[config.mk]
export PLATFORM = sky130hd
export DESIGN_NAME = placement_controller
export DESIGN_NICKNAME = d
export VERILOG_FILES = /design/src/rtl/battleship_pkg.sv /design/src/rtl/cell_step_check.sv /design/src/rtl/placement_controller.sv
export SDC_FILE = /design/constraint.sdc
export NUM_CORES = 1
export LEC_CHECK = 0
export CORE_UTILIZATION = 30
export DETAILED_ROUTE_END_ITERATION = 10
export PLACE_DENSITY = 0.52
export SLEW_MARGIN = 20
export SYNTH_ARGS = -nofsm -noshare
export SYNTH_HDL_FRONTEND = slang
export SYNTH_SLANG_ARGS = --single-unit
export TNS_END_PERCENT = 50
[constraint.sdc]
create_clock -name clk -period 5.6 [get_ports clk]
set_input_delay 1.68 -clock clk [delete_from_list [all_inputs] [get_ports clk]]
set_output_delay 1.68 -clock clk [all_outputs]
set_load 0.005 [all_outputs]
[src/rtl/battleship_pkg.sv]
// ---------------------------------------------------------------------------
// battleship_pkg
// Shared definitions for the fleet placement logic: board size, the length of
// each ship in placement order, the placement FSM states and the encoding of
// the direction a ship grows in once its second cell is placed.
// ---------------------------------------------------------------------------
package battleship_pkg;

    localparam int BOARD_CELLS = 36;
    localparam int SHIP_COUNT  = 3;

    // Ship lengths in the order the ships are placed.
    localparam logic [2:0] SHIP_LEN [SHIP_COUNT] = '{3'd3, 3'd2, 3'd2};

    typedef enum logic [1:0] {
        IDLE,
        FIRST,
        NEXT,
        DONE
    } state_t;

    // STEP_NONE means the ship has at most one cell so far and may still
    // grow in any of the four orthogonal directions.
    typedef enum logic [2:0] {
        STEP_NONE,
        STEP_RIGHT,
        STEP_LEFT,
        STEP_DOWN,
        STEP_UP
    } step_t;

    // Length lookup that stays well defined for a ship index past the fleet.
    function automatic logic [2:0] ship_len(input logic [1:0] idx);
        if (int'(idx) < SHIP_COUNT) begin
            return SHIP_LEN[idx];
        end
        return 3'd0;
    endfunction

endpackage

[src/rtl/cell_step_check.sv]
// ---------------------------------------------------------------------------
// cell_step_check
// Decides whether key_index may extend a ship whose most recent cell is
// last. With one cell placed (one_cell=1) any orthogonal neighbour is legal
// and new_step reports the direction it establishes. Otherwise only the cell
// one further step along the established direction is legal.
// Horizontal moves never wrap from one row into the next.
//
// Ports:
//   last      - cell index of the most recently placed cell
//   key_index - candidate cell index
//   step      - direction already fixed for this ship
//   one_cell  - high when exactly one cell of the ship is placed
//   legal     - candidate is an acceptable continuation
//   new_step  - direction the ship follows if the candidate is accepted
// ---------------------------------------------------------------------------
module cell_step_check
    import battleship_pkg::*;
#(
    parameter int BOARD_N = 6
) (
    input  logic [5:0] last,
    input  logic [5:0] key_index,
    input  step_t      step,
    input  logic       one_cell,
    output logic       legal,
    output step_t      new_step
);

    int   last_i;
    int   key_i;
    int   last_row;
    int   last_col;
    logic ok_right;
    logic ok_left;
    logic ok_down;
    logic ok_up;

    // Work out which of the four neighbours of last the candidate is, if any.
    // The row/column tests keep a move from running off an edge of the board.
    always_comb begin
        last_i   = int'(last);
        key_i    = int'(key_index);
        last_row = last_i / BOARD_N;
        last_col = last_i % BOARD_N;
        ok_right = (last_col < BOARD_N - 1) && (key_i == last_i + 1);
        ok_left  = (last_col > 0)           && (key_i == last_i - 1);
        ok_down  = (last_row < BOARD_N - 1) && (key_i == last_i + BOARD_N);
        ok_up    = (last_row > 0)           && (key_i == last_i - BOARD_N);
    end

    // With a single cell any neighbour is fine and fixes the direction;
    // afterwards the ship must keep growing in that same direction.
    always_comb begin
        legal    = 1'b0;
        new_step = step;
        if (one_cell) begin
            if (ok_right) begin
                legal    = 1'b1;
                new_step = STEP_RIGHT;
            end else if (ok_left) begin
                legal    = 1'b1;
                new_step = STEP_LEFT;
            end else if (ok_down) begin
                legal    = 1'b1;
                new_step = STEP_DOWN;
            end else if (ok_up) begin
                legal    = 1'b1;
                new_step = STEP_UP;
            end
        end else begin
            case (step)
                STEP_RIGHT: legal = ok_right;
                STEP_LEFT:  legal = ok_left;
                STEP_DOWN:  legal = ok_down;
                STEP_UP:    legal = ok_up;
                default:    legal = 1'b0;
            endcase
        end
    end

endmodule

[src/rtl/placement_controller.sv]
// ---------------------------------------------------------------------------
// placement_controller
// Collects key presses into straight ships of the lengths in SHIP_LEN,
// rejecting keys that are off the board, already used or not in line with
// the ship being built. A finished ship is merged into ships in one edge.
//
// Ports:
//   clk, reset  - rising-edge clock, asynchronous active-high reset
//   start       - begin placing the fleet (only honoured in IDLE)
//   key_valid   - key_index carries a cell selection this cycle
//   key_index   - selected cell, row*BOARD_N + col
//   cancel      - drop the ship in progress and restart it
//   ships       - committed ship cells
//   pending     - cells of the ship in progress
//   ship_num    - index of the ship being placed
//   cells_left  - cells still needed for the current ship
//   busy, done  - placing / fleet complete
//   err, commit - one-cycle pulses: key rejected / ship committed
// ---------------------------------------------------------------------------
module placement_controller
    import battleship_pkg::*;
#(
    parameter int NUM_SHIPS = 3,
    parameter int BOARD_N   = 6
) (
    input  logic        clk,
    input  logic        reset,
    input  logic        start,
    input  logic        key_valid,
    input  logic [5:0]  key_index,
    input  logic        cancel,
    output logic [35:0] ships,
    output logic [35:0] pending,
    output logic [1:0]  ship_num,
    output logic [2:0]  cells_left,
    output logic        busy,
    output logic        done,
    output logic        err,
    output logic        commit
);

    state_t      state;
    state_t      state_nxt;
    step_t       step_q;
    step_t       step_nxt;
    step_t       cand_step;
    logic [5:0]  last_q;
    logic [5:0]  last_nxt;
    logic [35:0] ships_nxt;
    logic [35:0] pending_nxt;
    logic [1:0]  ship_num_nxt;
    logic [2:0]  cells_left_nxt;
    logic        err_nxt;
    logic        commit_nxt;
    logic [35:0] used_mask;
    logic [35:0] placed;
    logic [2:0]  left_after;
    logic        key_in_range;
    logic        occupied;
    logic        step_legal;
    logic        key_ok;

    // A key must land on the board and on a cell nobody is using yet; the
    // range test guards the bit select for indices past the last cell.
    assign used_mask    = ships | pending;
    assign key_in_range = key_index < 6'(BOARD_CELLS);
    assign occupied     = key_in_range && used_mask[key_index];

    cell_step_check #(
        .BOARD_N (BOARD_N)
    ) u_step_check (
        .last      (last_q),
        .key_index (key_index),
        .step      (step_q),
        .one_cell  (step_q == STEP_NONE),
        .legal     (step_legal),
        .new_step  (cand_step)
    );

    assign busy = (state == FIRST) || (state == NEXT);
    assign done = (state == DONE);

    // Next-state logic. Everything holds by default and the pulses drop; a
    // rejected key therefore only raises err. The last accepted key of a
    // ship folds pending straight into ships rather than through pending.
    always_comb begin
        state_nxt      = state;
        step_nxt       = step_q;
        last_nxt       = last_q;
        ships_nxt      = ships;
        pending_nxt    = pending;
        ship_num_nxt   = ship_num;
        cells_left_nxt = cells_left;
        err_nxt        = 1'b0;
        commit_nxt     = 1'b0;
        placed         = pending | (36'd1 << key_index);
        left_after     = cells_left - 3'd1;
        key_ok         = 1'b0;

        case (state)
            IDLE: begin
                if (start) begin
                    state_nxt      = FIRST;
                    ship_num_nxt   = 2'd0;
                    cells_left_nxt = ship_len(2'd0);
                    pending_nxt    = '0;
                    step_nxt       = STEP_NONE;
                end
            end
            FIRST, NEXT: begin
                if (cancel) begin
                    state_nxt      = FIRST;
                    pending_nxt    = '0;
                    cells_left_nxt = ship_len(ship_num);
                    step_nxt       = STEP_NONE;
                end else if (key_valid) begin
                    key_ok = key_in_range && !occupied &&
                             ((state == FIRST) || step_legal);
                    if (key_ok) begin
                        last_nxt = key_index;
                        step_nxt = (state == NEXT) ? cand_step : STEP_NONE;
                        if (left_after == 3'd0) begin
                            ships_nxt      = ships | placed;
                            pending_nxt    = '0;
                            commit_nxt     = 1'b1;
                            step_nxt       = STEP_NONE;
                            cells_left_nxt = 3'd0;
                            if (ship_num == 2'(NUM_SHIPS - 1)) begin
                                state_nxt = DONE;
                            end else begin
                                state_nxt      = FIRST;
                                ship_num_nxt   = ship_num + 2'd1;
                                cells_left_nxt = ship_len(ship_num + 2'd1);
                            end
                        end else begin
                            state_nxt      = NEXT;
                            pending_nxt    = placed;
                            cells_left_nxt = left_after;
                        end
                    end else begin
                        err_nxt = 1'b1;
                    end
                end
            end
            default: begin
            end
        endcase
    end

    // State register; reset clears the board and any placement in flight.
    always_ff @(posedge clk or posedge reset) begin
        if (reset) begin
            state      <= IDLE;
            step_q     <= STEP_NONE;
            last_q     <= '0;
            ships      <= '0;
            pending    <= '0;
            ship_num   <= '0;
            cells_left <= '0;
            err        <= 1'b0;
            commit     <= 1'b0;
        end else begin
            state      <= state_nxt;
            step_q     <= step_nxt;
            last_q     <= last_nxt;
            ships      <= ships_nxt;
            pending    <= pending_nxt;
            ship_num   <= ship_num_nxt;
            cells_left <= cells_left_nxt;
            err        <= err_nxt;
            commit     <= commit_nxt;
        end
    end

endmodule

==> metrics.txt <==
mean post-synth cell area=8.50 sq um; area of the multi-input gates=3240 sq um; pin count of the biggest net entering global routing=52; die height=142 um; H-tree depth=3; WHS=500 ps; fin crit share=0.954; Post-synth EDFFs=0; Die X=142 um; crit-path max cell delay=470 ps; vias in the first global route=5486; Clock Path Buffers=2; final hold violation count=0; die area=20200 sq um; # diodes=0; Worst setup SP type=flip-flop; Area growth syn-to-layout=28.1%; critical-path cell list=inv_1, ha_1, or3b_1, and2_1, ha_1, and3b_1, a31oi_2, a2111o_1, and3_1, ha_1, a211o_1, a311oi_1, buf_4, a31o_2, nand4_1, and2_1, a2111o_1, buf_12, o21bai_1; first-pass GRT wire length=29300 um; status=complete, no violations; fin util=0.398; Highest Signal Layer=met4; Worst-Skew Late Latency=350 ps; layout cell share with drive strength beyond 1=0.0991; drt initial violations=324; ys flop type=dfrtp_1; Critical Path End Type=flip-flop; fin. max-slew vios=0; Slew HR=0.334; CP max FO=37; WL met2=8800 um; Pwr Density=193 nW/um^2; max cap viols=0; fmax=187 MHz; Worst path most repeated cell=ha_1; post-route total power=1.46 mW; DRT met1 WL=8180 um; WL/cell=17.3 um; FF+latch count, synth=90; Initial Util=0.310; Worst EP arrival=5610 ps; CTS tree=built; ANT nets after route=0; Peak VDD IR=0.112 mV; Worst Skew=11.6 ps; Synth area leader=dfrtp_1; Clk Tree Root Cell=clkbuf_16; final-layout fill cell count=1941; Final nets=812; DRC errors left=0; syn nets=725; Synth Cell Area=5900 sq um; Required @ worst endpoint=5870 ps; routed wl met3=769 um; post-synthesis instance total=695; fraction of registers with async set/reset=1.00; post-DP HPWL=12700 um; final WL=18100 um; YS warnings=0; # IOs=92; post-synth top area share=0.381; number of port buffers=91; Pre-antenna DRT Iters=5; Rows=50; via-per-instance ratio=5.34; unique cell type count in the Yosys netlist=68; Slew @ Worst Pin=985 ps; final setup fails=0; grt total ovfl=0; Pleak=3.39 nW; critical path class=flip-flop to flip-flop; GRT Overall Usage=0.186; HP Class=flip-flop to flip-flop; crit path buf inv count=3; sequential element share of the synthesized area=0.381; gpl congestion=0.840; Core ar.=19000 sq um; Top delay family on crit path=compound AO/OA/AOI/OAI gates; CP max stage cell=a2111o_1; Hold Buf Count CTS=0; FF/Latch Area=2250 sq um; minimum clock period=5340 ps; Clk pin slew, worst setup/hold paths=70 ps; initial antenna violation count=0; Synth area leaders=dfrtp_1 (38%), nor2_1 (5.3%), o21ai_0 (4.9%), a21boi_0 (4.5%), ha_1 (4.0%); CTS Sinks=90; Via Count=5589; clock buffer count from CTS=9
## registers in the layout (all words and copies together) (netlist names)
signal	cells
cells_left	3
commit	1
err	1
last_q	6
pending	36
ship_num	2
ships	36
state	2
step_q	3
## placed cells by master, fill, tap and decap left out, types with 14 or more instances in the layout
cell type	count
o21bai_1	28
clkdlybuf4s50_1	91
nand2_1	35
o211ai_1	24
dfrtp_1	90
nor2_1	83
a21boi_0	35
o21ai_0	57
nor3_1	14
inv_1	56
a21oi_1	43
ha_1	19
buf_4	26
## final cells by class
cell class              count  share of cell area
inverters                  57              0.0285
flip-flops and latches     90               0.298
repair buffers            121               0.157
multi-input cells         503               0.428
well taps                 260              0.0430
clock buffers              12              0.0326
clock inverters             4              0.0131
## worst paths after layout
| check | slack (ps) | end | cells after the start | start |
|---|---|---|---|---|
| worst min-delay path | 500 | ships[1] | 1 | ships[1] |
| worst max-delay path | 260 | ships[8] | 19 | last_q[2] |
| max in group asynchronous | 2720 | pending[21] | 3 | reset |
| min in group asynchronous | 1740 | ships[5] | 2 | reset |
| worst max register to register | 260 | ships[8] | 19 | last_q[2] |
| worst min register to register | 500 | ships[1] | 1 | ships[1] |
## synthesized netlist by cell type (4+ instances only)
master and count:
dfrtp_1 90, nor2_1 83, o21ai_0 58, inv_1 57, a21oi_1 43, a21boi_0 35, nand2_1 35, clkbuf_1 28
o21bai_1 28, o211ai_1 24, ha_1 19, nor3_1 14, nand3_1 12, a211oi_1 9, buf_2 9, o21bai_2 9
nand2b_1 8, a31oi_1 7, nor2b_1 7, xnor2_1 7, and2_1 6, mux2_2 6, nand4_1 6, a21boi_1 5
buf_6 5, mux2i_1 5, nor4_1 5, a31o_2 4, o22ai_1 4
## through the flow
stage / TNS [ps] / instances / instance area, sq um / worst slack (ps)
floorplan: 0 / 695 / 5900 / 192
global placement: 0 / 1031 / 7210 / 416
detailed placement: 0 / 1031 / 7210 / 327
CTS: 0 / 1047 / 7560 / 280
global route: -5.51 / 1047 / 7560 / -2.78
finish: 0 / 1047 / 7560 / 258
## power by group
part	total (mW)	internal [mW]	switching (mW)
Combinational	0.0956	0.0335	0.0621
Clock	0.711	0.450	0.261
Sequential	0.654	0.651	0.00273
## metal layers
| layer | GRT usage | up-vias |
|---|---|---|
| met4 | 0.0747 | 0 |
| met1 | 0.238 | 2765 |
| met3 | 0.0299 | 24 |
| li1 | - | 2646 |
| met5 | 0 | - |
| met2 | 0.312 | 154 |
## kinds of logic after synthesis
group                    share of synthesized area
AO/OA/AOI/OAI                                0.306
XOR/XNOR                                    0.0148
adder cells (fa/ha/maj)                     0.0403
buffers and inverters                       0.0731
flip-flops                                   0.381
multiplexers                                0.0237
AND/OR/NAND/NOR                              0.161
## worst reg2reg max path: cells and delay by family (launching register included)
kind / cells / cell delay (ps)
flops: 1 / 370
compound gates: 7 / 1990
fa+ha+maj: 3 / 760
buf+inv: 3 / 580
simple gates: 6 / 1560
## timing repair
item	CTS	global route
endpoints found under the setup margin	0	13
gates resized for setup	0	2
setup buffers	0	0
endpoints found under the hold margin	0	0
No activity file was read; power rests on OpenSTA's default activity.
